[src/rtl/batcharger_adc_sequencer_pkg.sv]
// rtl/batcharger_adc_sequencer_pkg.sv - channel codes and sequencer FSM states
package batcharger_pkg;

    localparam logic [1:0] CH_V    = 2'b00;
    localparam logic [1:0] CH_I    = 2'b01;
    localparam logic [1:0] CH_T    = 2'b10;
    localparam logic [1:0] CH_PARK = 2'b11;

    typedef enum logic [1:0] {
        IDLE,
        SETTLE,
        START,
        WAIT
    } state_e;

endpackage

[src/rtl/batcharger_adc_sequencer_if.sv]
// rtl/batcharger_adc_sequencer_if.sv - charger-controller and ADC-macro signals of the sequencer
interface batcharger_adc_sequencer_if;

    logic       vmonen;
    logic       imonen;
    logic       tmonen;
    logic       adc_done;
    logic [7:0] adc_data;
    logic [1:0] adc_sel;
    logic       adc_start;
    logic [7:0] vbat;
    logic [7:0] ibat;
    logic [7:0] tbat;
    logic       vvalid;
    logic       ivalid;
    logic       tvalid;
    logic       upd;
    logic       timeout_err;

    modport slave (
        input  vmonen, imonen, tmonen, adc_done, adc_data,
        output adc_sel, adc_start, vbat, ibat, tbat,
        output vvalid, ivalid, tvalid, upd, timeout_err
    );

    modport master (
        output vmonen, imonen, tmonen, adc_done, adc_data,
        input  adc_sel, adc_start, vbat, ibat, tbat,
        input  vvalid, ivalid, tvalid, upd, timeout_err
    );

endinterface

[src/rtl/batcharger_adc_sequencer_rr_arb3.sv]
// rtl/batcharger_adc_sequencer_rr_arb3.sv - 3-way round-robin grant V -> I -> T -> V
module batcharger_rr_arb3
    import batcharger_pkg::*;
(
    input  logic [2:0] req_i,
    input  logic [1:0] last_i,
    output logic [1:0] gnt_ch_o,
    output logic       gnt_vld_o
);

    logic [3:0] req4;
    logic [1:0] idx;

    assign req4 = {1'b0, req_i};

    // Walk the three channels starting just after the last one served.
    always_comb begin
        gnt_ch_o  = CH_PARK;
        gnt_vld_o = 1'b0;
        idx       = (last_i == CH_PARK) ? CH_T : last_i;
        for (int k = 0; k < 3; k++) begin
            idx = (idx == CH_T) ? CH_V : idx + 2'd1;
            if (!gnt_vld_o && req4[idx]) begin
                gnt_ch_o  = idx;
                gnt_vld_o = 1'b1;
            end
        end
    end

endmodule

[src/rtl/batcharger_adc_sequencer.sv]
// rtl/batcharger_adc_sequencer.sv - time-shares one 8-bit ADC across V/I/T monitors
module batcharger_adc_sequencer
    import batcharger_pkg::*;
#(
    parameter int SETTLE_CYCLES  = 4,
    parameter int TIMEOUT_CYCLES = 64
) (
    input logic                       clk,
    input logic                       rst,
    batcharger_adc_sequencer_if.slave bus
);

    localparam logic [7:0] SETTLE_LAST  = 8'(SETTLE_CYCLES - 1);
    localparam logic [7:0] TIMEOUT_LAST = 8'(TIMEOUT_CYCLES - 1);

    state_e     state_q, state_d;
    logic [7:0] cnt_q, cnt_d;
    logic [1:0] last_q, last_d;
    logic [1:0] sel_q, sel_d;
    logic       start_q, start_d;
    logic [7:0] vbat_q, vbat_d, ibat_q, ibat_d, tbat_q, tbat_d;
    logic [2:0] valid_q, valid_d;
    logic       upd_q, upd_d;
    logic       terr_q, terr_d;

    logic [2:0] en;
    logic [3:0] en4;
    logic [1:0] gnt_ch;
    logic       gnt_vld;
    logic       done_w, tmo_w, cap_w;

    assign en  = {bus.tmonen, bus.imonen, bus.vmonen};
    assign en4 = {1'b0, en};

    batcharger_rr_arb3 u_arb (
        .req_i     (en),
        .last_i    (last_q),
        .gnt_ch_o  (gnt_ch),
        .gnt_vld_o (gnt_vld)
    );

    // A done coinciding with the last timeout cycle counts as success.
    assign done_w = (state_q == WAIT) && bus.adc_done;
    assign tmo_w  = (state_q == WAIT) && !bus.adc_done && (cnt_q == TIMEOUT_LAST);
    assign cap_w  = done_w && en4[sel_q];

    always_ff @(posedge clk or posedge rst) begin
        if (rst) begin
            state_q <= IDLE;
            cnt_q   <= 8'd0;
            last_q  <= CH_T;
            sel_q   <= CH_PARK;
            start_q <= 1'b0;
            vbat_q  <= 8'd0;
            ibat_q  <= 8'd0;
            tbat_q  <= 8'd0;
            valid_q <= 3'b000;
            upd_q   <= 1'b0;
            terr_q  <= 1'b0;
        end else begin
            state_q <= state_d;
            cnt_q   <= cnt_d;
            last_q  <= last_d;
            sel_q   <= sel_d;
            start_q <= start_d;
            vbat_q  <= vbat_d;
            ibat_q  <= ibat_d;
            tbat_q  <= tbat_d;
            valid_q <= valid_d;
            upd_q   <= upd_d;
            terr_q  <= terr_d;
        end
    end

    always_comb begin
        state_d = state_q;
        cnt_d   = cnt_q;
        last_d  = last_q;
        case (state_q)
            IDLE: begin
                if (gnt_vld) begin
                    state_d = SETTLE;
                    cnt_d   = 8'd0;
                end
            end
            SETTLE: begin
                if (cnt_q == SETTLE_LAST) begin
                    state_d = START;
                end else begin
                    cnt_d = cnt_q + 8'd1;
                end
            end
            START: begin
                state_d = WAIT;
                cnt_d   = 8'd0;
            end
            WAIT: begin
                if (done_w || tmo_w) begin
                    state_d = IDLE;
                    last_d  = sel_q;
                end else begin
                    cnt_d = cnt_q + 8'd1;
                end
            end
            default: state_d = IDLE;
        endcase
    end

    // Registered outputs are computed from the next state so they line up with it.
    always_comb begin
        sel_d = sel_q;
        if (state_d == IDLE) begin
            sel_d = CH_PARK;
        end else if (state_q == IDLE) begin
            sel_d = gnt_ch;
        end
        start_d = (state_d == START);
        vbat_d  = vbat_q;
        ibat_d  = ibat_q;
        tbat_d  = tbat_q;
        valid_d = valid_q & en;
        if (cap_w) begin
            case (sel_q)
                CH_V: begin vbat_d = bus.adc_data; valid_d[0] = 1'b1; end
                CH_I: begin ibat_d = bus.adc_data; valid_d[1] = 1'b1; end
                CH_T: begin tbat_d = bus.adc_data; valid_d[2] = 1'b1; end
                default: ;
            endcase
        end
        upd_d  = cap_w;
        terr_d = terr_q | tmo_w;
    end

    assign bus.adc_sel     = sel_q;
    assign bus.adc_start   = start_q;
    assign bus.vbat        = vbat_q;
    assign bus.ibat        = ibat_q;
    assign bus.tbat        = tbat_q;
    assign bus.vvalid      = valid_q[0];
    assign bus.ivalid      = valid_q[1];
    assign bus.tvalid      = valid_q[2];
    assign bus.upd         = upd_q;
    assign bus.timeout_err = terr_q;

endmodule
[src/flat_wrapper.sv]
// flat-port wrapper written by rule: the top's interface ports become plain ports
module batcharger_adc_sequencer_flat import batcharger_pkg::*;
#(
    parameter int SETTLE_CYCLES  = 4,
    parameter int TIMEOUT_CYCLES = 64
)
  (clk, rst, bus_vmonen, bus_imonen, bus_tmonen, bus_adc_done, bus_adc_data, bus_adc_sel, bus_adc_start, bus_vbat, bus_ibat, bus_tbat, bus_vvalid, bus_ivalid, bus_tvalid, bus_upd, bus_timeout_err);
  batcharger_adc_sequencer_if bus_i ();
  input logic clk;
  input logic rst;
  input wire logic [$bits(bus_i.vmonen)-1:0] bus_vmonen;
  input wire logic [$bits(bus_i.imonen)-1:0] bus_imonen;
  input wire logic [$bits(bus_i.tmonen)-1:0] bus_tmonen;
  input wire logic [$bits(bus_i.adc_done)-1:0] bus_adc_done;
  input wire logic [$bits(bus_i.adc_data)-1:0] bus_adc_data;
  output wire logic [$bits(bus_i.adc_sel)-1:0] bus_adc_sel;
  output wire logic [$bits(bus_i.adc_start)-1:0] bus_adc_start;
  output wire logic [$bits(bus_i.vbat)-1:0] bus_vbat;
  output wire logic [$bits(bus_i.ibat)-1:0] bus_ibat;
  output wire logic [$bits(bus_i.tbat)-1:0] bus_tbat;
  output wire logic [$bits(bus_i.vvalid)-1:0] bus_vvalid;
  output wire logic [$bits(bus_i.ivalid)-1:0] bus_ivalid;
  output wire logic [$bits(bus_i.tvalid)-1:0] bus_tvalid;
  output wire logic [$bits(bus_i.upd)-1:0] bus_upd;
  output wire logic [$bits(bus_i.timeout_err)-1:0] bus_timeout_err;
  assign bus_i.vmonen = bus_vmonen;
  assign bus_i.imonen = bus_imonen;
  assign bus_i.tmonen = bus_tmonen;
  assign bus_i.adc_done = bus_adc_done;
  assign bus_i.adc_data = bus_adc_data;
  assign bus_adc_sel = bus_i.adc_sel;
  assign bus_adc_start = bus_i.adc_start;
  assign bus_vbat = bus_i.vbat;
  assign bus_ibat = bus_i.ibat;
  assign bus_tbat = bus_i.tbat;
  assign bus_vvalid = bus_i.vvalid;
  assign bus_ivalid = bus_i.ivalid;
  assign bus_tvalid = bus_i.tvalid;
  assign bus_upd = bus_i.upd;
  assign bus_timeout_err = bus_i.timeout_err;
  batcharger_adc_sequencer #(.SETTLE_CYCLES(SETTLE_CYCLES), .TIMEOUT_CYCLES(TIMEOUT_CYCLES)) u_core (.clk(clk), .rst(rst), .bus(bus_i));
endmodule
[config.mk]
export PLATFORM = sky130hd
export DESIGN_NAME = batcharger_adc_sequencer_flat
export DESIGN_NICKNAME = d
export VERILOG_FILES = /design/src/rtl/batcharger_adc_sequencer_pkg.sv /design/src/rtl/batcharger_adc_sequencer_if.sv /design/src/rtl/batcharger_adc_sequencer_rr_arb3.sv /design/src/rtl/batcharger_adc_sequencer.sv /design/src/flat_wrapper.sv
export SDC_FILE = /design/constraint.sdc
export NUM_CORES = 1
export LEC_CHECK = 0
export CAP_MARGIN = 40
export CORE_UTILIZATION = 49
export DETAILED_ROUTE_END_ITERATION = 10
export GPL_TIMING_DRIVEN = 0
export PLACE_DENSITY = 0.79
export SYNTH_ARGS = -nofsm -noshare
export SYNTH_HDL_FRONTEND = slang
export SYNTH_HIERARCHICAL = 1
export SYNTH_SLANG_ARGS = --single-unit
[constraint.sdc]
create_clock -name clk -period 2.05 [get_ports clk]
set_input_delay 0.41 -clock clk [delete_from_list [all_inputs] [get_ports clk]]
set_output_delay 0.41 -clock clk [all_outputs]
set_load 0.005 [all_outputs]
Word level (Yosys, flattened, before mapping)
Cells that the tools add are included.
Storage, ports and cells
  flip-flop bits (word level): 44
  latch bits: 0
  bits in writable memories: 0
  bits in read-only memories: 0
  bits of input ports: 14
  output and inout port bits: 32
  logic and storage cells: 87
  memories kept: 0
Cells by class
  add/subtract/negate cells: 4
  multipliers: 0
  divide/modulo/power cells: 0
  magnitude comparators: 4
  eq/ne operators: 15
  shifts and indexed selects: 0
  muxes and demuxes: 32
  bitwise logic cells: 2
  reduce and logical (&&, ||, !) cells: 19
Operators with widths (number)
  $pmux 8 s4: 1
  $mux 2: 12
  $mux 8: 3
  $eq 2x2->1 const B: 8
  $lt 2x3->1 const B: 4
  $mux 1: 10
  $add 8x1->8 const B: 1
  $bmux 1 s2: 4
  $eq 8x2->1 const B: 1
  $eq 8x6->1 const B: 1
  $pmux 2 s4: 1
  $reduce_and 2->1: 4
  $add 2x1->2 const B: 3
  $logic_and 1x1->1: 6
  $logic_not 2->1: 3
  $eq 2x1->1 const B: 2
  $ne 2x2->1 const B: 2
  $and 3x3->3: 1
  $logic_not 1->1: 3
  $mux 3: 1
  $reduce_and 3->1: 1
  $ne 2x1->1 const B: 1
  $reduce_bool 2->1: 1
  $logic_or 1x1->1: 1
  $or 1x1->1: 1

Logic depth before layout (Yosys ltp)
  depth after elaboration: 17
  mapped depth: 6
  mapped depth without buffers: 5

By module
Netlist, hierarchy kept.
Modules (own cells, without submodules)
  batcharger_adc_sequencer: instances 1, cells an instance 151, area each 1936.9 um2, seq. area each 1104.8 um2
  batcharger_rr_arb3: instances 1, cells an instance 7, area each 45.0 um2, seq. area each 0.0 um2

Worst setup path before layout
OpenSTA, ideal clock, no wires.
  kind: input to register
  start point: input port bus_tmonen
  end point: register u_core.cnt_q[2]
  setup time: 0.122 ns
  arrival: 1.712 ns
  data required time: 1.928 ns
  path slack: 0.216 ns
  stages: 6
  path buffers: 1
  path through: or3_1 nor3_1 a311oi_2 or2_1 buf_6 a32o_1
On the way
  cells in the longest elaborated chain, start to end: 11
  elaborated cells between the ends (all ways): 15
  classes of those cells: eq/ne: 1; mux: 9; reduce/logical: 5
RTL lines
  from (decl): RTL line flat_wrapper.sv:13  | input wire logic [$bits(bus_i.tmonen)-1:0] bus_tmonen;
  $bmux 1 s2: RTL line batcharger_adc_sequencer_rr_arb3.sv:23  | if (!gnt_vld_o && req4[idx]) begin
  $mux 1 (not written as such): RTL line batcharger_adc_sequencer_rr_arb3.sv:23
  $mux 1: RTL line batcharger_adc_sequencer_rr_arb3.sv:23
  $logic_not 1->1: RTL line batcharger_adc_sequencer_rr_arb3.sv:23
  $logic_and 1x1->1: RTL line batcharger_adc_sequencer_rr_arb3.sv:23
  $mux 1: RTL line batcharger_adc_sequencer_rr_arb3.sv:23
  $logic_not 1->1: RTL line batcharger_adc_sequencer_rr_arb3.sv:23
  $logic_and 1x1->1: RTL line batcharger_adc_sequencer_rr_arb3.sv:23
  $mux 1 *: RTL line batcharger_adc_sequencer_rr_arb3.sv:23
  $ne 2x1->1 (no line) *
  $reduce_and 3->1 (no line) *
  to (signal assigned): RTL line batcharger_adc_sequencer.sv:62  | cnt_q <= cnt_d;
  to (decl): RTL line batcharger_adc_sequencer.sv:17  | logic [7:0] cnt_q, cnt_d;
Mark *: on every way between the ends. The rest lies on a longest branch, timed or not. The select of a mux whose other input is x is not followed.
A chain may end at the register's enable or synchronous reset.

Final worst setup path
  start point: register u_core.state_q[0]
  end point: register u_core.ibat_q[2], in the netlist u_core/bus.ibat[2]
On the way
  cells in the longest elaborated chain, start to end: 4
RTL lines
  from (decl): RTL line batcharger_adc_sequencer.sv:16  | state_e state_q, state_d;
  from (signal assigned): RTL line batcharger_adc_sequencer.sv:61  | state_q <= state_d;
  $eq 2x2->1: RTL line batcharger_adc_sequencer.sv:43  | assign done_w = (state_q == WAIT) && bus.adc_done;
  $logic_and 1x1->1: RTL line batcharger_adc_sequencer.sv:43
  $logic_and 1x1->1: RTL line batcharger_adc_sequencer.sv:45  | assign cap_w = done_w && en4[sel_q];
  $reduce_and 2->1 (no line)
  to (signal assigned): RTL line batcharger_adc_sequencer.sv:67  | ibat_q <= ibat_d;
  to (decl): RTL line batcharger_adc_sequencer.sv:21  | logic [7:0] vbat_q, vbat_d, ibat_q, ibat_d, tbat_q, tbat_d;
Every way passes these cells.

==> flow_summary.ini <==
[outcome]
status = complete, no violations

[clock_tree]
cts.sinks = 44
numCtsBuffers = 5
clk_pin_slew_ns = 0.08
insertion_delay_ns = 0.29
cts_tree = done
cts_htree_levels = 2
cts_setup_buffers = 0
root_buffer = clkbuf_8
clockBufferDepth = 2

[die]
fp.dieW_um = 65.6
start_util = 0.526
dieArea_mm2 = 0.00430
core_area_mm2 = 0.00377
die_h_um = 65.6
ios = 46
rows = 22

[cells_and_area]
area_growth_pct = 33.1
final_layout_size_suffix_gt1_frac = 0.245
antenna_cells = 0
nNetsFinal = 226
design_area_mm2 = 0.00264
layout.cells.non_filler = 260

[routing]
viasPerCell = 5.74
drc = 0
vias = 1492
final_antenna_net_count = 0
wl_mm = 4.38
firstDrtPassIters = 4
wire_per_inst_um = 16.8
drtIter0Drc = 127

[setup_path]
end_kind = register
critPathLaunchType = register
path_cells = buf_2, and2_1, nand2_2, nor3_4, mux2_2
cp_slowest_cell = nor3_4
r2r_end = u_core/bus.ibat[2]
regToRegStartpoint = u_core/state_q[0]
rrSetupSlack_ns = 0.08
cp_max_fo = 10
path_class = register to register
r2r_cells = 5
critPathRequiredTime_ns = 2.23
arrival_ns = 2.15
cp_slowest_stage_delay_ns = 0.50

[yosys]
synth_area_mm2 = 0.00198
yosys_warnings = 6
synth_edf_count = 0
postSynthAreaPerCell_um2 = 12.5
synthCells = 158
synth-main-ff-cell = dfrtp_1
yosysUniqueCellTypes = 43
ys_ff_latch = 44
synth_fp_nets = 173
ys_seq_area_frac = 0.557
ys_async_sr_fraction = 1.00

[timing]
tightest_slew_ns = 0.541
fmax_ghz = 0.508
maxSlewViolCount = 0
hold_viol_final = 0
fin_crit_sh = 0.960
fin_tns_setup_ns = 0
rsz0062_at_grt = no
fin_skew_ns = 0.00511
setup_viol = 0
period_needed_ns = 1.97
slew_headroom = 0.638

[power_and_ir_drop]
power_density_mw_per_mm2 = 1290
p_leak_nw = 1.18
p_total_mw = 3.39
ir_drop_uv = 772

[grt]
antenna_found_initial = 0
grt_pass1_wl_mm = 7.21
grt_max_degree = 33
grt_use_total = 0.224
overflow = 0
grt_pass1_vias = 1571

[place]
dp_hpwl_mm = 3.13
placed_area_mm2 = 0.00251
gp_congestion = 0.838
dpl.cell_count = 252
portBuffers = 45

[run]
cap_violations = 0

[hold_path]
hold_class = input port to asynchronous set/reset pin
kinds of logic after synthesis:
| group | Yosys count | synth area share |
|---|---|---|
| flip-flops | 44 | 0.557 |
| AND/OR/NAND/NOR | 40 | 0.119 |
| AO/OA/AOI/OAI | 32 | 0.130 |
| multiplexers | 27 | 0.153 |
| buffers and inverters | 13 | 0.0297 |
| XOR/XNOR | 1 | 0.00442 |
| adder cells (fa/ha/maj) | 1 | 0.00631 |
routing by layer:
layer | global-route usage | wire length [µm]
met2 | 0.394 | 2320
met5 | 0 | 0
met3 | 0.0434 | 179
met1 | 0.270 | 1830
met4 | 0.0815 | 48
what timing repair did:
action / in CTS / in global routing
hold buffers: 0 / 0
setup endpoints to repair: 7 / 5
resized for setup: 5 / 2
flip-flops by register name (all words and copies together), names as in the netlist:
register and flops:
u_core/state_q 2, u_core/valid_q 3, u_core/cnt_q 8, u_core/bus.vbat 8
u_core/bus.timeout_err 1, u_core/bus.adc_start 1, u_core/bus.adc_sel 2, u_core/bus.tbat 8
u_core/bus.ibat 8, u_core/last_q 2, u_core/bus.upd 1
where the power goes:
group | internal [mW] | switching (mW) | leakage (nW)
combinational | 0.790 | 0.562 | 0.563
clock | 0.361 | 0.281 | 0.0552
sequential | 1.18 | 0.215 | 0.565
per-stage QoR:
step | hold WS [ns] | setup slack [ns] | utilization
5_1_grt | 0.416 | 0.00830 | 0.700
6_report | 0.380 | 0.0824 | 0.700
2_1_floorplan | 0.454 | 0.216 | -
4_1_cts | 0.385 | 0.0859 | 0.696
3_3_place_gp | 0.465 | -0.396 | 0.661
3_5_place_dp | 0.448 | -0.405 | 0.666
how the worst max path moves through the flow:
stage / from / end / slack (ns)
after floorplan: bus_tmonen / u_core/cnt_q[2] / 0.22
after global placement: bus_tmonen / u_core/cnt_q[2] / -0.40
after detailed placement: bus_vmonen / u_core/cnt_q[2] / -0.41
after CTS: u_core/cnt_q[0] / u_core/last_q[0] / 0.09
after global routing: u_core/state_q[0] / u_core/bus.ibat[2] / 0.008
final: u_core/state_q[0] / u_core/bus.ibat[2] / 0.08
Yosys cell counts, types with 2 or more instances:
library cell,number,area share
and2_1,2,0.0063
nand3_1,3,0.0076
nor2b_1,3,0.0095
nand2_1,8,0.015
o21ai_0,7,0.018
dfrtp_1,41,0.52
o2bb2ai_1,2,0.0088
dfstp_2,3,0.040
buf_2,2,0.0051
a21o_1,4,0.015
mux2_2,26,0.15
nor3_4,2,0.016
a32o_1,5,0.025
o22ai_1,2,0.0063
inv_1,9,0.017
nor3_1,3,0.0076
nor2_1,8,0.015
a21boi_0,2,0.0076
nand3b_1,2,0.0076
cells in the final DEF, fill, tap and decap left out, drive strengths merged, types with 3 or more instances in the layout:
cell type / instances
nand2: 9
a21o: 4
nand3: 3
a32o: 5
dfstp: 3
nor2: 9
dfrtp: 41
clkbuf: 6
nor3: 5
mux2: 26
clkdlybuf4s50: 42
nor2b: 3
buf: 5
inv: 9
o21ai: 7
dlygate4sd2: 3
critical path, delay by kind of cell (launching register included):
| family | cells | cell delay (ns) |
|---|---|---|
| and+or+nand+nor | 3 | 0.88 |
| buffers and inverters | 1 | 0.21 |
| DFF | 1 | 0.34 |
| muxes | 1 | 0.41 |
area by class of cell:
| type | instances | area, µm² |
|---|---|---|
| Fill cell | 253 | 1130 |
| Sequential cell | 44 | 1110 |
| Multi-Input combinational cell | 101 | 840 |
| Timing Repair Buffer | 46 | 467 |
| Clock buffer | 6 | 72.6 |
| Tap cell | 48 | 60.1 |
| Clock inverter | 2 | 35.0 |
| Inverter | 9 | 33.8 |
| Buffer | 4 | 25.0 |
Note: power is estimated with default switching activity, not from simulation.
